--- src/rtl/sdram_ex_pkg.sv ---
// Shared types and constants for the SDRAM example-design read checker.
// The lane LFSR step lives here so every user agrees on the polynomial.
package sdram_ex_pkg;

    localparam int LFSR_W = 8;
    localparam int CNT_W  = 16;
    localparam logic [CNT_W-1:0] ERR_SAT = 16'hFFFF;

    typedef enum logic [1:0] {
        ST_IDLE = 2'd0,
        ST_RUN  = 2'd1,
        ST_DONE = 2'd2
    } chk_state_t;

    // Galois step, taps 0x1D: q7 feeds back into bits 0, 2, 3 and 4.
    function automatic logic [LFSR_W-1:0] lfsr8_step(input logic [LFSR_W-1:0] q);
        lfsr8_step = {q[6], q[5], q[4], q[3] ^ q[7], q[2] ^ q[7], q[1] ^ q[7], q[0], q[7]};
    endfunction

endpackage

--- src/rtl/sdram_ex_chk_lfsr8.sv ---
// One byte lane of the expected-pattern generator.
// load has priority over step; reset returns the lane to its seed.
module sdram_ex_chk_lfsr8
    import sdram_ex_pkg::*;
#(
    parameter logic [LFSR_W-1:0] SEED = 8'h00
) (
    input  logic              clk,
    input  logic              reset,
    input  logic              load,
    input  logic              step,
    output logic [LFSR_W-1:0] state
);

    logic [LFSR_W-1:0] state_q;
    logic [LFSR_W-1:0] state_d;

    always_comb begin
        state_d = state_q;
        if (load) begin
            state_d = SEED;
        end else if (step) begin
            state_d = lfsr8_step(state_q);
        end
    end

    always_ff @(posedge clk or posedge reset) begin
        if (reset) begin
            state_q <= SEED;
        end else begin
            state_q <= state_d;
        end
    end

    assign state = state_q;

endmodule

--- config.mk ---
export PLATFORM = sky130hd
export DESIGN_NAME = sdram_ex_chk_lfsr8
export DESIGN_NICKNAME = d
export VERILOG_FILES = /design/src/rtl/sdram_ex_pkg.sv /design/src/rtl/sdram_ex_chk_lfsr8.sv
export SDC_FILE = /design/constraint.sdc
export NUM_CORES = 1
export LEC_CHECK = 0
export CORE_AREA = 3 3 40 42
export DETAILED_ROUTE_END_ITERATION = 12
export DIE_AREA = 0 0 43 45
export PLACE_DENSITY_LB_ADDON = 0.3
export SLEW_MARGIN = 30
export SYNTH_ARGS = -nofsm -noshare
export SYNTH_HDL_FRONTEND = slang
export SYNTH_SLANG_ARGS = --single-unit
--- constraint.sdc ---
create_clock -name clk -period 1.65 [get_ports clk]
set_clock_uncertainty 0.05 [all_clocks]
set_input_delay 0.2475 -clock clk [delete_from_list [all_inputs] [get_ports clk]]
set_output_delay 0.2475 -clock clk [all_outputs]
set_load 0.03 [all_outputs]
* Word-level counts from Yosys, hierarchy flattened
Cells that the tools add are included.
** Operators by class
- Multiplexer cells :: 2
- Bitwise operators :: 3
- Reduce and logical (&&, ||, !) cells :: 1
** Operator list (number)
- 8-bit 2-to-1 mux :: 2
- 1-bit XOR :: 3
- 2-bit nonzero test :: 1
** Word-level totals
- Flip-flop bits (word level) :: 8
- Input port bits :: 4
- Output and inout port bits :: 8
- Logic and storage cells :: 7

* Longest topological paths before layout
- Depth after elaboration :: 3
- Depth in mapped cells :: 3
- Mapped depth without buffers :: 2

* Worst setup path before layout
Ideal clock, no wire load.
- Path type :: register to register
- From :: register state_q[7], in the netlist state[7]
- To :: register state_q[3], in the netlist state[3]
- Setup time :: 0.094 ns
- Data arrival time :: 0.996 ns
- Required time :: 1.506 ns
- Setup slack :: 0.510 ns
- Stages on the path, launching flop included :: 4
- Path buffers :: 1
- Period minus slack after synthesis :: 1.140 ns
- Cells stage by stage :: dfrtp_1 > clkbuf_2 > xnor2_1 > a211oi_1
** Between the ends
- Longest elaborated chain between the ends :: 3
** Ends and longest elaborated chain
- from (decl) :: line sdram_ex_chk_lfsr8.sv:15 : logic [LFSR_W-1:0] state_q;
- from (signal assigned) :: line sdram_ex_chk_lfsr8.sv:31 : state_q <= state_d;
- 1-bit XOR :: line sdram_ex_pkg.sv:17 : lfsr8_step = {q[6], q[5], q[4], q[3] ^ q[7], q[2] ^ q[7], q[1] ^ q[7], q[0], q[7]};
- 8-bit 2-to-1 mux :: line sdram_ex_chk_lfsr8.sv:22 : end else if (step) begin
- 8-bit 2-to-1 mux :: line sdram_ex_chk_lfsr8.sv:20 : if (load) begin
Every way passes these cells. The select of a mux whose other input is x is not followed.
A chain may end at the register's enable or synchronous reset.

* Worst setup path after layout
- From :: register state_q[1], in the netlist state[1]
- To :: output state[1]
** RTL lines
- to (decl) :: line sdram_ex_chk_lfsr8.sv:12 : output logic [LFSR_W-1:0] state
No word-level cell between the ends.

==> impl_metrics.env <==
export IMPL_final_common_cell="clkdlybuf4s50_1"
export IMPL_vias=255
export IMPL_synth_seq_cells=8
export IMPL_cts_buffers=3
export IMPL_netlist_area_leader_share_pct=57.3
export IMPL_slew_viol_final=0
export IMPL_path_cells="clkdlybuf4s50_1"
export IMPL_synthesis_area_um2=349
export IMPL_slew_headroom_pct=69.9
export IMPL_max_stage_delay_ps=680
export IMPL_drc=0
export IMPL_period_share_pct=97.5
export IMPL_fmax_ghz=0.622
export IMPL_path_class="reg -> out"
export IMPL_largest_register_ffs=8
export IMPL_powerDensity_mw_per_mm2=824
export IMPL_setup_tns_ps=0
export IMPL_arrival_ps=1310
export IMPL_clkLatencyLatePin_ps=250
export IMPL_synth_top_cell_by_area="dfrtp_1"
export IMPL_endpoint_kind="primary output"
export IMPL_syn_inst=31
export IMPL_hpwl_um=478
export IMPL_r2r_start="state[7]"
export IMPL_grt_ovfl_total=0
export IMPL_grt_start_max_net_pins=12
export IMPL_power_uw=407
export IMPL_min_period_ps=1610
export IMPL_post_cts_buffers=0
export IMPL_track_usage_pct=7.32
export IMPL_critical_path_required_ps=1350
export IMPL_syn_nets=35
export IMPL_cts_sinks=8
export IMPL_postRouteAntennaNets=0
export IMPL_ios=12
export IMPL_num_nets_final=49
export IMPL_die_area_mm2=0.00194
export IMPL_cts_path_max_buffers=2
export IMPL_synth_distinct_cells=9
export IMPL_drive_gt1_share_pct=9.30
export IMPL_cts_tree="yes"
export IMPL_clkTransAtPathRegs_ps=50
export IMPL_setup_slack_ps=41.7
export IMPL_firstDrtPassIters=3
export IMPL_final_hold_violation_count=0
export IMPL_min_path_type="in -> async"
export IMPL_rsz0062_at_grt="false"
export IMPL_rr_endpoint="state[3]"
export IMPL_root_buffer="clkbuf_4"
export IMPL_final_util_pct=38.5
export IMPL_drt_iter0_drc=4
export IMPL_io_buffers=11
export IMPL_num_antenna_cells=0
export IMPL_worst_path_max_fanout=3
export IMPL_cp_top_family="buffers and inverters"
export IMPL_wl_per_cell_um=10.8
export IMPL_rows=13
export IMPL_antenna_found_initial=0
export IMPL_cp_start_kind="flip-flop"
export IMPL_coreArea_mm2=0.00128
export IMPL_slowest_stage="clkdlybuf4s50_1"
export IMPL_area_growth_pct=41.6
export IMPL_yosysSeqAreaShare_pct=57.3
export IMPL_htree_levels=1
export IMPL_die_w_um=43
export IMPL_grt_pass1_vias=229
export IMPL_seq_area_um2=200
export IMPL_place_gp_congestion=0.719
export IMPL_synth_warnings=0
export IMPL_dp_slack_ps=152
export IMPL_path_buf_inv=1
export IMPL_leakagePower_uw=0.000237
export IMPL_multi_input_area_um2=129
export IMPL_setup_viol=0
export IMPL_maxCapViolCount=0
export IMPL_synthTopCellsByArea="dfrtp_1 57%, mux2i_1 14%, nor2_1 8.6%"
export IMPL_floorplan_initialDensity_pct=27.2
export IMPL_fill_cells=134
export IMPL_drt_total_wl_um=627
export IMPL_tightest_slew_ps=449
export IMPL_grt_first_pass_wirelength_um=959
export IMPL_final_cell_mix="10 x clkdlybuf4s50_1, 8 x nor2_1, 8 x dfrtp_1, 5 x mux2i_1"
export IMPL_avgSynthCellArea_um2=11.3
export IMPL_die_h_um=45
export IMPL_reg2regPathDepth=3
export IMPL_rrSetupSlack_ps=620
export IMPL_status="finished, final reports clean"
export IMPL_vias_per_cell=4.40
export IMPL_peakVddDrop_uv=276
## how the worst max path moves through the flow
stage	startpoint	slack [ps]	cells after the start	end
final	state[1]	40	1	state[1]
after global routing	state[4]	8	1	state[4]
after CTS	state[3]	20	1	state[3]
after detailed placement	step	150	3	state[1]
after global placement	step	180	3	state[6]
after floorplan	state[7]	510	3	state[3]
## metrics by stage
stage / area (um2) / cells / hold WS, ps
floorplan: 349 / 31 / 13.2
global placement: 469 / 55 / 459
detailed placement: 469 / 55 / 464
CTS: 492 / 58 / 190
global route: 494 / 58 / 208
finish: 494 / 58 / 186
## cells in the mapped netlist
cell,n
nor2_1,8
a211oi_1,3
buf_1,1
inv_1,1
buf_4,1
clkbuf_2,1
dfrtp_1,8
xnor2_1,3
mux2i_1,5
## report_power, final
group / switching [uW] / leakage [uW] / internal (uW) / total (uW)
logic: 28.9 / 0.000114 / 23.8 / 52.7
registers: 4.49 / 0.000109 / 202 / 207
clock network: 64.9 / 0.0000138 / 83.1 / 148
total: 98.3 / 0.000237 / 309 / 407
## kinds of logic after synthesis
logic type | share of synthesized area [%]
AOI/OAI and AO/OA | 6.45
xor gates and xnor gates | 7.53
buffers and inverters | 5.73
DFF | 57.3
muxes | 14.3
and+or+nand+nor | 8.60
## metal layers
metal	GRT usage [%]	vias up	part of all wire [%]
met5	0	-	0
met4	9.04	0	3.3
met3	3.59	2	11
met2	9.88	10	44
met1	7.46	118	42
li1	-	125	-
## final cells by class
type	count	area share, %
clock buffers	3	4.56
inverters	1	0.759
multi-input cells	19	26.1
flip-flops and latches	8	40.5
well taps	15	3.80
repair buffers	12	24.3
## timing repair
action	4_1_cts	5_1_grt
gates resized for setup	0	1
hold endpoints to repair	0	0
endpoints found under the setup margin	0	1
hold buffers	0	0
No activity file was read; power rests on OpenSTA's default activity.
==> variant (same flow settings) <==
Register the output `state` once more, without a reset; this adds one clock of latency there.
--- a/src/rtl/sdram_ex_chk_lfsr8.sv
+++ b/src/rtl/sdram_ex_chk_lfsr8.sv
@@ -33,5 +33,7 @@
     end
 
-    assign state = state_q;
+    always_ff @(posedge clk) begin
+        state <= state_q;
+    end
 
 endmodule
Behaviour: no difference found for any inputs over 10 cycles, from zero or initial values and one cycle with reset high; that may be too few to reach the edited logic, so the function may still have changed.
==> variant against the unedited design <==
Cell count is 14% higher. Power is 59% higher. Via count is 22% higher. Sequential cell count is 8 higher. Area after synthesis is 46% higher. Routed wire length is 22% higher. Count of clock-buffer cells in the layout stayed put. Clock power is 26% higher. Setup slack better by 0.047 ns. Critical path depth stayed put. Design area is 32% higher.
==> variant: results (changes against the unedited design) <==
[metrics] critical-path maximum fanout: 1 (-2)
[metrics] Unique masters post-synth: 10 (+1)
[metrics] RD Place Congestion: 0.745 (+3.6%)
[metrics] met1 global-route usage: 10.4% (+2.9 points)
[metrics] register-to-register setup slack: 0.65 ns (+0.03 ns)
[metrics] GR met3 Demand/Resource: 3.98% (+0.40 points)
[metrics] XOR/XNOR Fraction of Synth Area: 5.16% (-2.4 points)
[metrics] run status: finished clean
[metrics] share of synthesized area spent on multiplexers: 9.83% (-4.5 points)
[metrics] number of nets in the final layout: 57 (+16%)
[metrics] Worst Setup EP: state[6]
[metrics] Worst-Skew Late Latency: 0.27 ns (+0.02 ns)
[metrics] synth cell count leaders: sky130_fd_sc_hd__dfrtp_1 (8), sky130_fd_sc_hd__dfxtp_1 (8), sky130_fd_sc_hd__nor2_1 (8)
[metrics] Post-DP HPWL: 596 µm (+25%)
[metrics] CTS clock-pin slew for the worst setup and hold paths: 0.08 ns (+0.03 ns)
[metrics] violation count after the first detailed-routing iteration: 7 (+3)
[metrics] total global-route track usage: 9.40% (+2.1 points)
[metrics] end of the worst register-to-register path: state_q[2]$_DFFE_PP0P_
[metrics] fillers: 120 (-10%)
[metrics] average wire per cell in the routed design: 11.6 µm (+7.5%)
[metrics] Global Route met2 Usage: 16.2% (+6.3 points)
[metrics] post-synthesis compound-gate area fraction: 4.42% (-2.0 points)
[metrics] detailed-route vias per instance: 4.73 (+7.5%)
[metrics] number of global-route vias before repair: 299 (+31%)
[metrics] Post-DP Area: 629 µm² (+34%)
[metrics] worst reg-to-reg path cell count: 2 (-1)
[metrics] ratio of cells with drive above 1 in the final layout: 7.84% (-1.5 points)
[metrics] most instantiated flip-flop cell in the synthesis netlist: sky130_fd_sc_hd__dfxtp_1
[metrics] Reg2Reg Launch Point: state_q[7]$_DFFE_PP0P_
[variant: cell type report]
cell class,count,share of cell area [%]
Clock buffer,3,3.45
Sequential cell,16,55.3
Inverter,1,0.576
Multi-Input combinational cell,19,19.8
Timing Repair Buffer,12,18.0
Tap cell,15,2.88
[variant: stage by stage]
| stage | setup slack, ns | power, mW | instances |
|---|---|---|---|
| floorplan | 0.687 | 0.447 | 39 |
| global placement | 0.335 | 0.468 | 63 |
| detailed placement | 0.327 | 0.471 | 63 |
| CTS | 0.0788 | 0.655 | 66 |
| global route | 0.0348 | 0.676 | 66 |
| finish | 0.0882 | 0.648 | 66 |
[variant: report_power, final]
group,internal (mW),switching (mW)
Combinational,0.0253,0.0292
Clock,0.0843,0.103
Sequential,0.400,0.00645
[variant: metal layers]
metal  share of wire (%)  vias up
met3                 6.5        2
met2                  53        7
met5                   0        -
met1                  39      152
met4                0.78        0
li1                    -      151
